$ cat src/rtl/bnn_pkg.sv
// Shared types and constants for the binary neural-network layer blocks.
package bnn_pkg;

  localparam int unsigned WEIGHT_COUNT_DEFAULT = 32;

  typedef enum logic [1:0] {
    IDLE  = 2'd0,
    RUN   = 2'd1,
    DRAIN = 2'd2,
    OUT   = 2'd3
  } seq_state_t;

  // Address width for a neuron count, never narrower than one bit.
  function automatic int unsigned addr_width(input int unsigned n);
    if (n > 32'd1) begin
      return $clog2(n);
    end else begin
      return 32'd1;
    end
  endfunction

endpackage

$ cat src/rtl/bnn_layer_sequencer.sv
// Time-multiplexes one XNOR/popcount neuron across NEURON_COUNT outputs:
// weight fetch, weight load and evaluate overlap so one neuron retires per cycle.
module bnn_layer_sequencer
  import bnn_pkg::*;
#(
  parameter int unsigned WEIGHT_COUNT = WEIGHT_COUNT_DEFAULT,
  parameter int unsigned NEURON_COUNT = 16,
  parameter int unsigned ADDR_W       = addr_width(NEURON_COUNT)
) (
  input  logic                    clock,
  input  logic                    reset,
  input  logic                    in_valid,
  output logic                    in_ready,
  input  logic [WEIGHT_COUNT-1:0] in_pixels,
  output logic                    wmem_rd_en,
  output logic [ADDR_W-1:0]       wmem_addr,
  input  logic [WEIGHT_COUNT-1:0] wmem_rd_data,
  output logic                    nu_weight_wr,
  output logic [WEIGHT_COUNT-1:0] nu_weight_in,
  output logic                    nu_input_plugin,
  output logic [WEIGHT_COUNT-1:0] nu_pixels_in,
  input  logic                    nu_ready_out,
  input  logic                    nu_result_out,
  output logic                    out_valid,
  input  logic                    out_ready,
  output logic [NEURON_COUNT-1:0] out_bits,
  output logic                    busy
);

  // One extra bit so the counters can hold NEURON_COUNT itself.
  localparam int unsigned CNT_W = ADDR_W + 1;
  localparam logic [CNT_W-1:0] LAST_IDX = CNT_W'(NEURON_COUNT - 1);
  localparam logic [CNT_W-1:0] N_CNT    = CNT_W'(NEURON_COUNT);
  localparam logic [CNT_W-1:0] CNT_ONE  = CNT_W'(1);

  seq_state_t              state_q, state_d;
  logic [CNT_W-1:0]        issue_cnt_q, issue_cnt_d;
  logic [CNT_W-1:0]        cap_cnt_q, cap_cnt_d;
  logic                    wr_q, wr_d;
  logic                    plug_q, plug_d;
  logic [NEURON_COUNT-1:0] out_bits_q, out_bits_d;
  logic [WEIGHT_COUNT-1:0] pixels_q, pixels_d;
  logic                    capture_s;

  // State and datapath registers with synchronous clear.
  always_ff @(posedge clock) begin
    if (reset) begin
      state_q     <= IDLE;
      issue_cnt_q <= '0;
      cap_cnt_q   <= '0;
      wr_q        <= 1'b0;
      plug_q      <= 1'b0;
      out_bits_q  <= '0;
      pixels_q    <= '0;
    end else begin
      state_q     <= state_d;
      issue_cnt_q <= issue_cnt_d;
      cap_cnt_q   <= cap_cnt_d;
      wr_q        <= wr_d;
      plug_q      <= plug_d;
      out_bits_q  <= out_bits_d;
      pixels_q    <= pixels_d;
    end
  end

  // Next-state, pipeline shift and result capture.
  always_comb begin
    state_d     = state_q;
    issue_cnt_d = issue_cnt_q;
    cap_cnt_d   = cap_cnt_q;
    out_bits_d  = out_bits_q;
    pixels_d    = pixels_q;
    wr_d        = (state_q == RUN);
    plug_d      = wr_q;

    // Results are only meaningful while a vector is in flight.
    capture_s = nu_ready_out && ((state_q == RUN) || (state_q == DRAIN))
                && (cap_cnt_q < N_CNT);

    if (capture_s) begin
      out_bits_d[cap_cnt_q[ADDR_W-1:0]] = nu_result_out;
      cap_cnt_d = cap_cnt_q + CNT_ONE;
    end else begin
      cap_cnt_d = cap_cnt_q;
    end

    case (state_q)
      IDLE: begin
        if (in_valid) begin
          pixels_d    = in_pixels;
          out_bits_d  = '0;
          issue_cnt_d = '0;
          cap_cnt_d   = '0;
          state_d     = RUN;
        end else begin
          state_d = IDLE;
        end
      end
      RUN: begin
        issue_cnt_d = issue_cnt_q + CNT_ONE;
        if (issue_cnt_q == LAST_IDX) begin
          state_d = DRAIN;
        end else begin
          state_d = RUN;
        end
      end
      DRAIN: begin
        // Look at the post-capture count so OUT starts right after the last result.
        if (cap_cnt_d == N_CNT) begin
          state_d = OUT;
        end else begin
          state_d = DRAIN;
        end
      end
      OUT: begin
        if (out_ready) begin
          state_d = IDLE;
        end else begin
          state_d = OUT;
        end
      end
      default: begin
        state_d = IDLE;
      end
    endcase
  end

  assign in_ready        = (state_q == IDLE);
  assign busy            = (state_q != IDLE);
  assign out_valid       = (state_q == OUT);
  assign out_bits        = out_bits_q;
  assign wmem_rd_en      = (state_q == RUN);
  assign wmem_addr       = issue_cnt_q[ADDR_W-1:0];
  assign nu_weight_wr    = wr_q;
  assign nu_weight_in    = wmem_rd_data;
  assign nu_input_plugin = plug_q;
  assign nu_pixels_in    = pixels_q;

endmodule

$ cat config.mk
export PLATFORM = sky130hd
export DESIGN_NAME = bnn_layer_sequencer
export DESIGN_NICKNAME = d
export VERILOG_FILES = /design/src/rtl/bnn_pkg.sv /design/src/rtl/bnn_layer_sequencer.sv
export SDC_FILE = /design/constraint.sdc
export NUM_CORES = 1
export LEC_CHECK = 0
export CORE_MARGIN = 3
export CORE_UTILIZATION = 35
export CTS_BUF_LIST = sky130_fd_sc_hd__clkbuf_4
export DETAILED_ROUTE_END_ITERATION = 10
export PLACE_DENSITY_LB_ADDON = 0.12
export SETUP_SLACK_MARGIN = 0.15
export SYNTH_ARGS = -nofsm -noshare
export SYNTH_HDL_FRONTEND = slang
export SYNTH_SLANG_ARGS = --single-unit
export TNS_END_PERCENT = 50
$ cat constraint.sdc
create_clock -name clock -period 2.4 [get_ports clock]
set_input_delay 0.36 -clock clock [delete_from_list [all_inputs] [get_ports clock]]
set_output_delay 0.36 -clock clock [all_outputs]
set_load 0.005 [all_outputs]
# Yosys cells after proc, flatten, opt, wreduce, memory -nomap -nowiden
# Cells that the tools add are included.
# classes
n_addsub	2
magnitude_cmp	3
eq_ne	6
muxes	16
reduce_logical	9
# op_table
operator	n
$mux W16	3
$mux W5	4
$bwmux W16	1
$add A5 B1 Y5 const B	2
$pmux W5 S2	1
$pmux W2 S4	1
$eq A5 B4 Y1 const B	1
$eq A5 B5 Y1 const B	1
$lt A4 B5 Y1 const B	1
$lt A5 B5 Y1 const B	1
$demux W1 S4	1
$eq A2 B2 Y1 const B	2
$ge A4 B1 Y1 const B	1
$mux W2	2
$reduce_and A2 Y1	2
$reduce_bool A2 Y1	2
$logic_and A1 B1 Y1	3
$mux W1	3
$eq A2 B1 Y1 const B	1
$logic_not A2 Y1	1
$ne A2 B2 Y1 const B	1
$logic_or A1 B1 Y1	1
# word_totals
register_bits	62
input_bits	70
out_inout_bits	90
wordCells	43

# Logic depth before layout (Yosys ltp)
# logic_depth
word_depth	8
mapped_depth	7
ltp_nobuf	6

# Worst setup path after synthesis
# No wires, ideal clock.
# synth_timing
path_type	register -> register
start	reg state_q[0]
end	reg state_q[0]
setup_time_ns	0.096
arrival_ns	1.497
required_time_ns	2.304
setup_slack_ns	0.807
path_stages_with_launch	7
path_buffers	1
period_less_slack_ns	1.593
cell_sequence	dfxtp_1 > inv_1 > ha_1 > and3b_1 > buf_6 > a31oi_1 > o41ai_2
# synth_via
elab_chain_cells	8
elab_cells_between_ends	11
cone_classes	eq/ne (4); mux (3); reduce/logical (4)
# synth_lines
item	line_no	text
start, declared	bnn_layer_sequencer.sv:36	seq_state_t state_q, state_d;
start signal, assigned	bnn_layer_sequencer.sv:56	state_q <= state_d;
$eq A2 B1 Y1 / $eq A2 B2 Y1 (equally long branches)	bnn_layer_sequencer.sv:77, bnn_layer_sequencer.sv:87	
$logic_or A1 B1 Y1	bnn_layer_sequencer.sv:77	capture_s = nu_ready_out && ((state_q == RUN) || (state_q == DRAIN))
$logic_and A1 B1 Y1	bnn_layer_sequencer.sv:77	
$logic_and A1 B1 Y1	bnn_layer_sequencer.sv:78	&& (cap_cnt_q < N_CNT);
$mux W5	bnn_layer_sequencer.sv:80	if (capture_s) begin
$eq A5 B5 Y1	bnn_layer_sequencer.sv:109	if (cap_cnt_d == N_CNT) begin
$mux W1	bnn_layer_sequencer.sv:109	
$pmux W2 S4 (*)	bnn_layer_sequencer.sv:87	case (state_q)
# Mark *: on every way between the ends. The rest lies on a longest branch, timed or not.
# A chain may end at the register's enable or synchronous reset.

# Worst setup path after layout
# layout_timing
start	reg state_q[0]
end	out busy
# layout_via
elab_chain_cells	1
# layout_lines
item	line_no	text
$reduce_bool A2 Y1	bnn_layer_sequencer.sv:129	assign busy = (state_q != IDLE);
end, declared	bnn_layer_sequencer.sv:27	output logic busy
# Every way passes these cells.

==> impl_metrics.ini <==
[timing]
finalMaxSlewViolations = 0
finalSetupTns_ns = 0
setup_slack_ns = 0.3378
hold_viol = 0
fin_crit_sh_pct = 85.93
clock_skew_ns = 0.01871
rsz0062_at_grt = no
period_minus_slack_ns = 2.062
tightest_slew_ns = 0.5961
max_freq_ghz = 0.4849
report.final.setup_viol = 0
relSlewSlack_pct = 60.13

[setup_path]
crit_path_max_fanout = 8
cp-start-kind = flop
cp_cell_sequence = inv_1 > ha_1 > inv_1 > clkdlybuf4s50_1
slowest_delay_ns = 0.49
r2r_start = state_q[0]
required_ns = 2.04
cp_common_cell = inv_1
cp_slowest_cell = clkdlybuf4s50_1
r2r_slack_ns = 0.50
worstSetupPathType = flop to output port
crit_buf_inv = 3
end_kind = output port
critical_path_arrival_ns = 1.70
startpoint = state_q[0]
crit_family = buffers and inverters

[detailed_routing]
vias_per_cell = 4.756
vias = 2140
wl_um = 6286
wire_per_inst_um = 13.97
ant_nets = 0
drt_pre_antenna_iters = 4
drc = 0
first_iter_violations = 117

[min_path]
hold_class = flop to flop
holdCritStartpoint = nu_weight_wr

[synthesis]
synth_async_sr_flop_share_pct = 0
syn-cell-area_um2 = 2699
ys_types = 35
syn-num-nets = 365
synth.yosys.seq_area_share_pct = 45.99
yosys_register_bits = 62
syn_area_per_cell_um2 = 9.470
synthCells = 285
ys_top_cells_by_area = dfxtp_1, a22o_1, buf_4
synth_edf_count = 0
yosys_warnings = 0
synth_area_leader_cell = dfxtp_1
synth_top_cell_area_share_pct = 45.99
ys.flop_type = dfxtp_1

[clock_network]
post_cts_buffers = 0
clock_latency_ns = 0.38
cts_sinks = 62
path_clk_slew_ns = 0.10
cts_root_buf = clkbuf_4
htree_levels = 3
clock_path_buffers = 2
cts_made_buffers = 9
cts_hold_buf = 0
ctsResizeCount = 0
cts_tree = done

[power_and_ir_drop]
power_density_nw_per_um2 = 591.4
vdd_drop_max_v = 0.0002177
cellLeakagePower_uw = 0.001344

[global_routing]
globalRouteOverflowTotal = 0
grt_pass1_vias = 2141
grt_util_all_layers_pct = 14.83
antenna_found_initial = 0
grt_pass1_wl_um = 10300
grt_max_degree = 33

[place]
hpwl_um = 4483
gp_congestion = 0.8430
dp_slack_ns = 0.4320
port-buffer-count = 95

[floorplan]
die_w_um = 93.81
start_util_pct = 36.62
coreArea_um2 = 7370
die_area_um2 = 8800
ios = 160
rows = 31
fp.dieH_um = 93.81

[final_layout]
final_nets = 426
syn_to_final_growth_pct = 34.96
utilization_pct = 49.42
most-common-layout-cells = clkdlybuf4s50_1, dfxtp_1, a22o_1
layout_commonest_cell = clkdlybuf4s50_1
fillerInstances = 695
n_antenna_cell = 0
drive_gt1_share_pct = 6.553

[job]
drv_cap = 0

[outcome]
status = complete, no violations
kinds of logic (layout without fill, tap and decap cells):
family                     Yosys count  in the layout  share of synthesized area, %
adders and majority gates           10             10                         4.636
and+or+nand+nor                     70             70                         12.75
muxes                                5              5                         1.855
AOI/OAI and AO/OA                   75             75                         19.61
xor gates and xnor gates             4              4                         1.298
buffers and inverters               59            125                         13.86
DFF                                 62             62                         45.99
cell usage after synthesis (3+ instances only):
cell type  count
a21oi_1       17
a22o_1        32
buf_2          7
buf_4         36
clkbuf_1       4
dfxtp_1       62
ha_1          10
inv_1         10
mux2i_1        5
nand2_1       15
nand2b_1       7
nand3_1        5
nand4_1        4
nand4b_1       3
nor2_1        26
nor3_1         3
o21ai_0       16
per-stage QoR:
stage               instance area [µm²]  cells  hold slack [ns]  power (µW)
detailed placement                 3486    434           0.4541        1389
floorplan                          2699    285           0.4558        1260
finish                             3642    450           0.4744        2154
global placement                   3486    434           0.4552        1388
global route                       3642    450           0.4967        2270
CTS                                3642    450           0.4803        2199
worst register-to-register path, cell delays in order (launching register included):
cell and delay, ns:
dfxtp_1 0.38, inv_1 0.08, ha_1 0.41, and3b_1 0.44, a31oi_1 0.17, o41ai_2 0.33
final timing paths:
| kind | cells past startpoint | to |
|---|---|---|
| max | 4 | busy |
| min | 1 | nu_input_plugin |
| max reg2reg | 5 | state_q[0] |
| min reg2reg | 1 | nu_input_plugin |
layout make-up:
| cell class | instances | area (µm²) | share of cell area, % |
|---|---|---|---|
| timing repair buffer | 99 | 993.5 | 27.28 |
| multi-input combinational | 164 | 1090 | 29.92 |
| clock buffer | 9 | 67.56 | 1.855 |
| sequential | 62 | 1241 | 34.08 |
| clock inverter | 7 | 88.84 | 2.439 |
| tap | 99 | 123.9 | 3.401 |
| inverter | 10 | 37.54 | 1.031 |
metal layers:
layer	track usage (%)	share of wire, %	up-vias
li1	-	-	1092
met1	18.24	45	955
met2	22.77	46	67
met3	4.087	6.7	26
met4	9.266	2.0	0
met5	0	0	-
power breakdown:
group          internal, µW  switching [µW]  leakage, µW
clock network           416             374    0.0000794
logic                   169             103     0.000760
registers              1070            22.9     0.000505
total                  1650             500      0.00134
flip-flops by register name, summed over array words and instances (netlist names):
name,flops
nu_pixels_in,32
state_q,2
cap_cnt_q,5
nu_input_plugin,1
out_bits,16
nu_weight_wr,1
issue_cnt_q,5
Power figures use the tool's default switching activity.
